[src/rtl/instr_fetch.sv]
// Instruction fetch stage: PC, single-outstanding imem request, tagged FWFT buffer to decode.
// Optional IF_ALIGN_CHECK_EN: misaligned redirect raises fetch_misaligned and holds fetch.
module instr_fetch #(
  parameter logic [31:0] RESET_PC   = 32'h0000_0000,
  parameter int          FIFO_DEPTH = 2
) (
  input  logic        clk,
  input  logic        rst,
  output logic        imem_req_valid,
  input  logic        imem_req_ready,
  output logic [31:0] imem_addr,
  input  logic        imem_rsp_valid,
  input  logic [31:0] imem_rsp_data,
  input  logic        redirect_valid,
  input  logic [31:0] redirect_pc,
  output logic        instr_valid,
  input  logic        instr_ready,
  output logic [31:0] instr,
  output logic [31:0] instr_pc
`ifdef IF_ALIGN_CHECK_EN
  ,
  output logic        fetch_misaligned
`endif
);

  localparam int AW = (FIFO_DEPTH > 1) ? $clog2(FIFO_DEPTH) : 1;
  localparam int CW = $clog2(FIFO_DEPTH + 1);

  typedef enum logic [1:0] {S_REQ, S_WAIT, S_DISCARD} state_t;

  state_t                       r_state, w_state_n;
  logic [31:0]                  r_pc, r_inflight_pc;
  logic [FIFO_DEPTH-1:0][31:0]  r_fdata, r_fpc;
  logic [AW-1:0]                r_wptr, r_rptr;
  logic [CW-1:0]                r_count;
  logic                         w_req_valid, w_req_fire;
  logic                         w_push, w_pop, w_full, w_empty;
  logic                         w_hold;
  logic [31:0]                  w_redir_pc;

`ifdef IF_ALIGN_CHECK_EN
  logic r_misaligned;

  always_ff @(posedge clk) begin
    if (rst)                 r_misaligned <= 1'b0;
    else if (redirect_valid) r_misaligned <= |redirect_pc[1:0];
  end

  assign w_hold           = r_misaligned;
  assign w_redir_pc       = redirect_pc;
  assign fetch_misaligned = r_misaligned && !rst;
`else
  logic w_unused_lsb;
  assign w_unused_lsb = ^redirect_pc[1:0];
  assign w_hold       = 1'b0;
  assign w_redir_pc   = {redirect_pc[31:2], 2'b00};
`endif

  assign w_full  = (r_count == CW'(FIFO_DEPTH));
  assign w_empty = (r_count == '0);

  always_comb begin
    w_state_n   = r_state;
    w_req_valid = 1'b0;
    case (r_state)
      S_REQ: begin
        w_req_valid = !w_full && !redirect_valid && !w_hold;
        if (w_req_valid && imem_req_ready) w_state_n = S_WAIT;
      end
      S_WAIT: begin
        // redirect racing the response: the response is the stale one, nothing left to wait for
        if (redirect_valid)      w_state_n = imem_rsp_valid ? S_REQ : S_DISCARD;
        else if (imem_rsp_valid) w_state_n = S_REQ;
      end
      S_DISCARD: begin
        if (imem_rsp_valid) w_state_n = S_REQ;
      end
      default: w_state_n = S_REQ;
    endcase
  end

  assign w_req_fire = w_req_valid && imem_req_ready && !rst;
  assign w_push     = (r_state == S_WAIT) && imem_rsp_valid && !redirect_valid;
  assign w_pop      = !w_empty && instr_ready;

  always_ff @(posedge clk) begin
    if (rst) begin
      r_state       <= S_REQ;
      r_pc          <= RESET_PC;
      r_inflight_pc <= '0;
    end else begin
      r_state <= w_state_n;
      if (redirect_valid) begin
        r_pc <= w_redir_pc;
      end else if (w_req_fire) begin
        r_inflight_pc <= r_pc;
        r_pc          <= r_pc + 32'd4;
      end
    end
  end

  // flush on redirect wins over any pop/push in the same cycle
  always_ff @(posedge clk) begin
    if (rst || redirect_valid) begin
      r_wptr  <= '0;
      r_rptr  <= '0;
      r_count <= '0;
    end else begin
      if (w_push) r_wptr <= r_wptr + AW'(1);
      if (w_pop)  r_rptr <= r_rptr + AW'(1);
      case ({w_push, w_pop})
        2'b10:   r_count <= r_count + CW'(1);
        2'b01:   r_count <= r_count - CW'(1);
        default: r_count <= r_count;
      endcase
    end
  end

  always_ff @(posedge clk) begin
    if (!rst && w_push) begin
      r_fdata[r_wptr] <= imem_rsp_data;
      r_fpc[r_wptr]   <= r_inflight_pc;
    end
  end

  assign imem_req_valid = w_req_valid && !rst;
  assign imem_addr      = rst ? 32'h0 : r_pc;
  assign instr_valid    = !w_empty && !rst;
  assign instr          = rst ? 32'h0 : r_fdata[r_rptr];
  assign instr_pc       = rst ? 32'h0 : r_fpc[r_rptr];

endmodule

[config.mk]
export PLATFORM = sky130hd
export DESIGN_NAME = instr_fetch
export DESIGN_NICKNAME = d
export VERILOG_FILES = /design/src/rtl/instr_fetch.sv
export SDC_FILE = /design/constraint.sdc
export NUM_CORES = 1
export LEC_CHECK = 0
export CAP_MARGIN = 20
export CORE_UTILIZATION = 35
export DETAILED_ROUTE_END_ITERATION = 12
export GPL_TIMING_DRIVEN = 0
export HOLD_SLACK_MARGIN = 0.05
export SLEW_MARGIN = 20
export SYNTH_ARGS = -nofsm -noshare
export SYNTH_HDL_FRONTEND = slang
export SYNTH_SLANG_ARGS = --single-unit
[constraint.sdc]
create_clock -name clk -period 6.2 [get_ports clk]
set_input_delay 1.24 -clock clk [delete_from_list [all_inputs] [get_ports clk]]
set_output_delay 1.24 -clock clk [all_outputs]
set_load 0.03 [all_outputs]
Word-level counts from Yosys, hierarchy flattened
Index checks and enable logic that the tools add are counted.
- register bits after elaboration: 198
- bits of input ports: 70
- add/subtract/negate cells: 5
- order comparisons: 3
- equal/unequal tests: 6
- muxes and demuxes: 20
- bitwise logic cells: 1
- reduce and logical (&&, ||, !) cells: 22
- operators by type and width (cell ; number):
    two-way mux 32 bit ; 10
    bitwise mux 64 bit ; 2
    adder 32 x 3 -> 32 bit, second input constant ; 1
    demux 32 bit (select 1 bit) ; 1
    logical AND 1 bit ; 11
    two-way mux 2 bit ; 4
    equality test 2 bit, second input constant ; 3
    case mux 2 bit (3 select lines) ; 1
    equality test 2 x 1 -> 1 bit, second input constant ; 2
    zero test 1 bit ; 4
    zero test 2 bit ; 2
    less-than comparator 1 x 2 -> 1 bit, second input constant ; 2
    case mux 2 bit (2 select lines) ; 1
    nonzero test 2 bit ; 2
    adder 1 bit, second input constant ; 2
    adder 2 x 1 -> 2 bit, second input constant ; 1
    inequality test 2 bit, second input constant ; 1
    AND reduction 2 bit ; 1
    OR reduction 2 bit ; 1
    subtractor 2 x 1 -> 2 bit, second input constant ; 1
    >= comparator 1 bit, second input constant ; 1
    logical OR 1 bit ; 1
    two-way mux 1 bit ; 1
    inverter 1 bit ; 1

Depth between registers and ports, before layout
Gate-level depths: netlist of the first run.
- depth after elaboration: 8
- depth in mapped cells: 8
- gate-level depth less buffers: 6

Worst setup path after synthesis of the first run
Ideal clock, no wire load.
- path kind: input port to flip-flop
- start: in redirect_valid
- end: reg r_fdata[0] in the netlist's numbering (enable)
- library setup time: 0.558 ns
- arrival: 6.083 ns
- required time: 5.642 ns
- setup slack: -0.441 ns
- stages: 4
- path through: clkbuf_1 or2_2 clkbuf_1 nor3_1
- longest elaborated chain between the ends: 3
- RTL lines (item ; line ; source):
    start, declared ; 14 ; input logic redirect_valid,
    zero test 1 bit ; 83 ; assign w_push = (r_state == S_WAIT) && imem_rsp_valid && !redirect_valid;
    logical AND 1 bit ; 83 ;
    logical AND 1 bit ; 120 ; if (!rst && w_push) begin
    end signal, assigned by index ; 121 ; r_fdata[r_wptr] <= imem_rsp_data;
    end, declared ; 33 ; logic [FIFO_DEPTH-1:0][31:0] r_fdata, r_fpc;
Every way passes these cells.
A chain may end at the register's enable or synchronous reset.

Worst setup path in the final report of the first run
- start: in rst
- end: out imem_addr[10]
- longest elaborated chain between the ends: 1
- RTL lines (item ; line ; source):
    start, declared ; 8 ; input logic rst,
    two-way mux 32 bit ; 127 ; assign imem_addr = rst ? 32'h0 : r_pc;
    end, declared ; 11 ; output logic [31:0] imem_addr,
Every way passes these cells.

==> run_results.csv, run 1 <==
group,metric,value,unit
yosys,yosysWarningCount,0,
worst_setup_path,cp-start-kind,"input port",
run,maxCapViolCount,0,
placement,place_area,10100,um2
worst_setup_path,reg2reg_setup_slack,3.66,ns
timing,finalCritPeriodShare,81.6,%
outcome,status,"complete, no violations",
route,drt-vias-per-instance,4.89,
power_and_ir_drop,pwr-share-comb,8.8,%
cells_and_area,fin_util,48.1,%
route,vias,5796,
timing,clock_skew,0.0133,ns
power_and_ir_drop,total_power,2680,uW
worst_setup_path,crit_start,"rst",
clock_tree,clk_pin_slew,0.07,ns
floorplanning,die_height,153,um
cells_and_area,fin_area,10700,um2
placement,dp_slack,1.04,ns
clock_tree,htree_levels,4,
yosys,syn_inst,696,
cells_and_area,fillCellCount,2085,
placement,dp_hpwl,14900,um
worst_setup_path,crit_fanout,10,
clock_tree,postCtsHoldBufs,0,
route,post_drt_wl_per_cell,17.4,um
cells_and_area,nNetsFinal,964,
timing,final.setup.worst_slack,1.14,ns
yosys,ys_seq_area_share,63.0,%
yosys,ys_seq_elements,190,
floorplanning,fp.coreArea,22200,um2
cells_and_area,layout_commonest_cell,"clkdlybuf4s50_1",
clock_tree,cts_tree,"yes",
clock_tree,cts_buffer_depth,2,
route,ant_nets,0,
cells_and_area,diodes,0,
power_and_ir_drop,power_density,251,nW/um2
power_and_ir_drop,peakVddDrop,0.189,mV
global_route,grt_start_max_net_pins,18,
yosys,synth_top_area_share,46.5,%
clock_tree,cts_setup_buffers,0,
timing,hold_violations,0,
yosys,syn-cell-area,8010,um2
yosys,synth_cell_types,51,
yosys,synth_area_leader_cell,"edfxtp_1",
timing,rsz0062_at_grt,"no",
worst_setup_path,worstSetupPathType,"input port to output pin",
floorplanning,rows,54,
clock_tree,numClockSinks,190,
yosys,ys_top_cells_by_area,"edfxtp_1, dfxtp_1, mux2i_1",
worst_setup_path,worstPathArrival,3.82,ns
yosys,syn_area_per_cell,11.5,um2
power_and_ir_drop,leakagePower,0.00358,uW
worst_setup_path,r2r_cells,7,
worst_setup_path,endpoint_kind,"output pin",
global_route,grt_pass1_vias,5634,
floorplanning,start_util,36.1,%
yosys,synth_edf_count,124,
timing,layout_min_cycle_time,5.06,ns
clock_tree,cts-buffers-inserted,17,
route,dr.pass1.iters,4,
cells_and_area,layout_common_cells,"clkdlybuf4s50_1, edfxtp_1, nor2_1",
global_route,track_usage,18.1,%
floorplanning,ios,168,
clock_tree,clk_latency,0.43,ns
hold_path,hold_path_class,"register to register",
route,drt-initial-drc-count,346,
power_and_ir_drop,p_int,2030,uW
timing,slew_headroom,46.4,%
yosys,synth_ff_type,"edfxtp_1",
global_route,antenna_found_initial,0,
worst_setup_path,timing.rr.start,"r_state[0]",
global_route,grt_pass1_wl,31900,um
floorplanning,die_w,153,um
route,drc,0,
placement,globalplace.congestion,0.834,
timing,slew_viol_final,0,
power_and_ir_drop,power.switching,651,uW
placement,portBuffers,160,
clock_tree,clockRootBuffer,"clkbuf_16",
timing,worst_slew_pin_slew,0.805,ns
power_and_ir_drop,p_clk_share,39.4,%
clock_tree,cts_resized,0,
cells_and_area,area_growth,33.2,%
power_and_ir_drop,seqPwrFrac,51.8,%
route,wirelength,20700,um
cells_and_area,layout-drive-gt1-share,7.51,%
timing,setup_viol,0,
worst_setup_path,r2r_end,"r_fpc[34]",
worst_setup_path,required,4.96,ns
timing,setup_tns,0,ns
power_and_ir_drop,p_sw_share,24.3,%
floorplanning,die_area,23500,um2
yosys,synthArstFlopShare,0,%
worst_setup_path,crit_path_end,"imem_addr[10]",
global_route,grt_overflow,0,
timing,max_freq,0.198,GHz
worst min-delay path by stage:
stage                     slack, ns               from        end  cells past startpoint
after floorplan                0.43  r_inflight_pc[10]  r_fpc[10]                      0
after global placement         0.43   r_inflight_pc[3]   r_fpc[3]                      0
final                          0.45  r_inflight_pc[14]  r_fpc[46]                      0
after detailed placement       0.44   r_inflight_pc[9]   r_fpc[9]                      0
after global routing           0.47  r_inflight_pc[23]  r_fpc[55]                      0
after CTS                      0.45   r_inflight_pc[9]   r_fpc[9]                      0
Yosys cell counts, types with 2 or more instances:
cell type / number
nor4_1: 4
a31oi_1: 6
nand4_1: 17
xnor2_1: 12
o21ai_0: 2
nor2b_1: 28
nor3_1: 7
clkbuf_1: 37
a21oi_1: 44
and2_1: 4
o21a_1: 2
o31a_1: 3
dfxtp_1: 66
edfxtp_1: 124
mux2i_1: 62
and3_1: 8
mux2_2: 3
nand2_1: 86
o311ai_0: 3
inv_1: 8
ha_1: 2
nor2_1: 88
buf_1: 4
or3_1: 3
o22ai_1: 6
nor4_4: 2
o211ai_1: 3
a211oi_1: 8
nand3_1: 16
and4_1: 3
buf_4: 6
xor2_1: 10
area by class of cell:
type | count | area, um2 | area share, %
Buffer | 48 | 204 | 1.91
Clock buffer | 18 | 429 | 4.02
Clock inverter | 14 | 134 | 1.25
Inverter | 9 | 33.8 | 0.317
Multi-Input combinational cell | 452 | 2750 | 25.8
Sequential cell | 190 | 5040 | 47.3
Tap cell | 280 | 350 | 3.28
Timing Repair Buffer | 174 | 1730 | 16.2
logic make-up after synthesis:
group | count (synthesis) | synth area share (%)
adder cells (fa/ha/maj) | 2 | 0.312
other | 1 | 0.0468
flip-flops | 190 | 63.0
XOR/XNOR | 22 | 2.41
AO/OA/AOI/OAI | 81 | 6.11
buffers and inverters | 57 | 2.97
multiplexers | 66 | 8.36
AND/OR/NAND/NOR | 277 | 16.8
sequential cells by signal (all words and copies together), names as in the netlist:
signal / count
r_fdata: 64
r_fpc: 60
r_inflight_pc: 30
r_pc: 30
r_count: 2
r_state: 2
r_rptr: 1
r_wptr: 1
through the flow:
stage                     std cells  hold WS (ns)
after floorplan                 699         0.425
after global placement         1139         0.433
after detailed placement       1153         0.436
after CTS                      1185         0.452
after global routing           1185         0.467
final                          1185         0.451
power groups by stage:
stage,clock network (uW),logic (uW),registers (uW)
global placement,0,234,1410
detailed placement,0,236,1410
CTS,1080,238,1390
global route,1130,254,1390
finish,1060,236,1390
floorplan,0,121,1410
layer usage:
layer  track usage, %  vias up  routed length, um
met2             29.2      153               9830
met3             3.69       25               1050
li1                 -     2865                  -
met5                0        -                  0
met4             5.87        0                367
met1             24.3     2753               9400
worst max-delay path: stages:
cell	delay (ns)
clkdlybuf4s50_1	0.60
clkbuf_1	0.61
clkbuf_1	0.56
nor2_1	0.16
clkdlybuf4s50_1	0.63
(Power assumes the default switching activity.)
==> run 2: changes to the inputs <==
==> constraint.sdc (replaced) <==
create_clock -name clk -period 5.2 [get_ports clk]
set_input_delay 1.04 -clock clk [delete_from_list [all_inputs] [get_ports clk]]
set_output_delay 1.04 -clock clk [all_outputs]
set_load 0.03 [all_outputs]
==> results of run 2 <==
The final DEF is identical to that of run 1. Status: complete, no violations.
Among the figures that moved: setup slack after placement 1.04 ns -> 0.445 ns; setup slack after layout 1.14 ns -> 0.540 ns; register-to-register setup slack 3.66 ns -> 2.66 ns; total power 2680 uW -> 3190 uW; worst IR drop on VDD 0.189 mV -> 0.225 mV
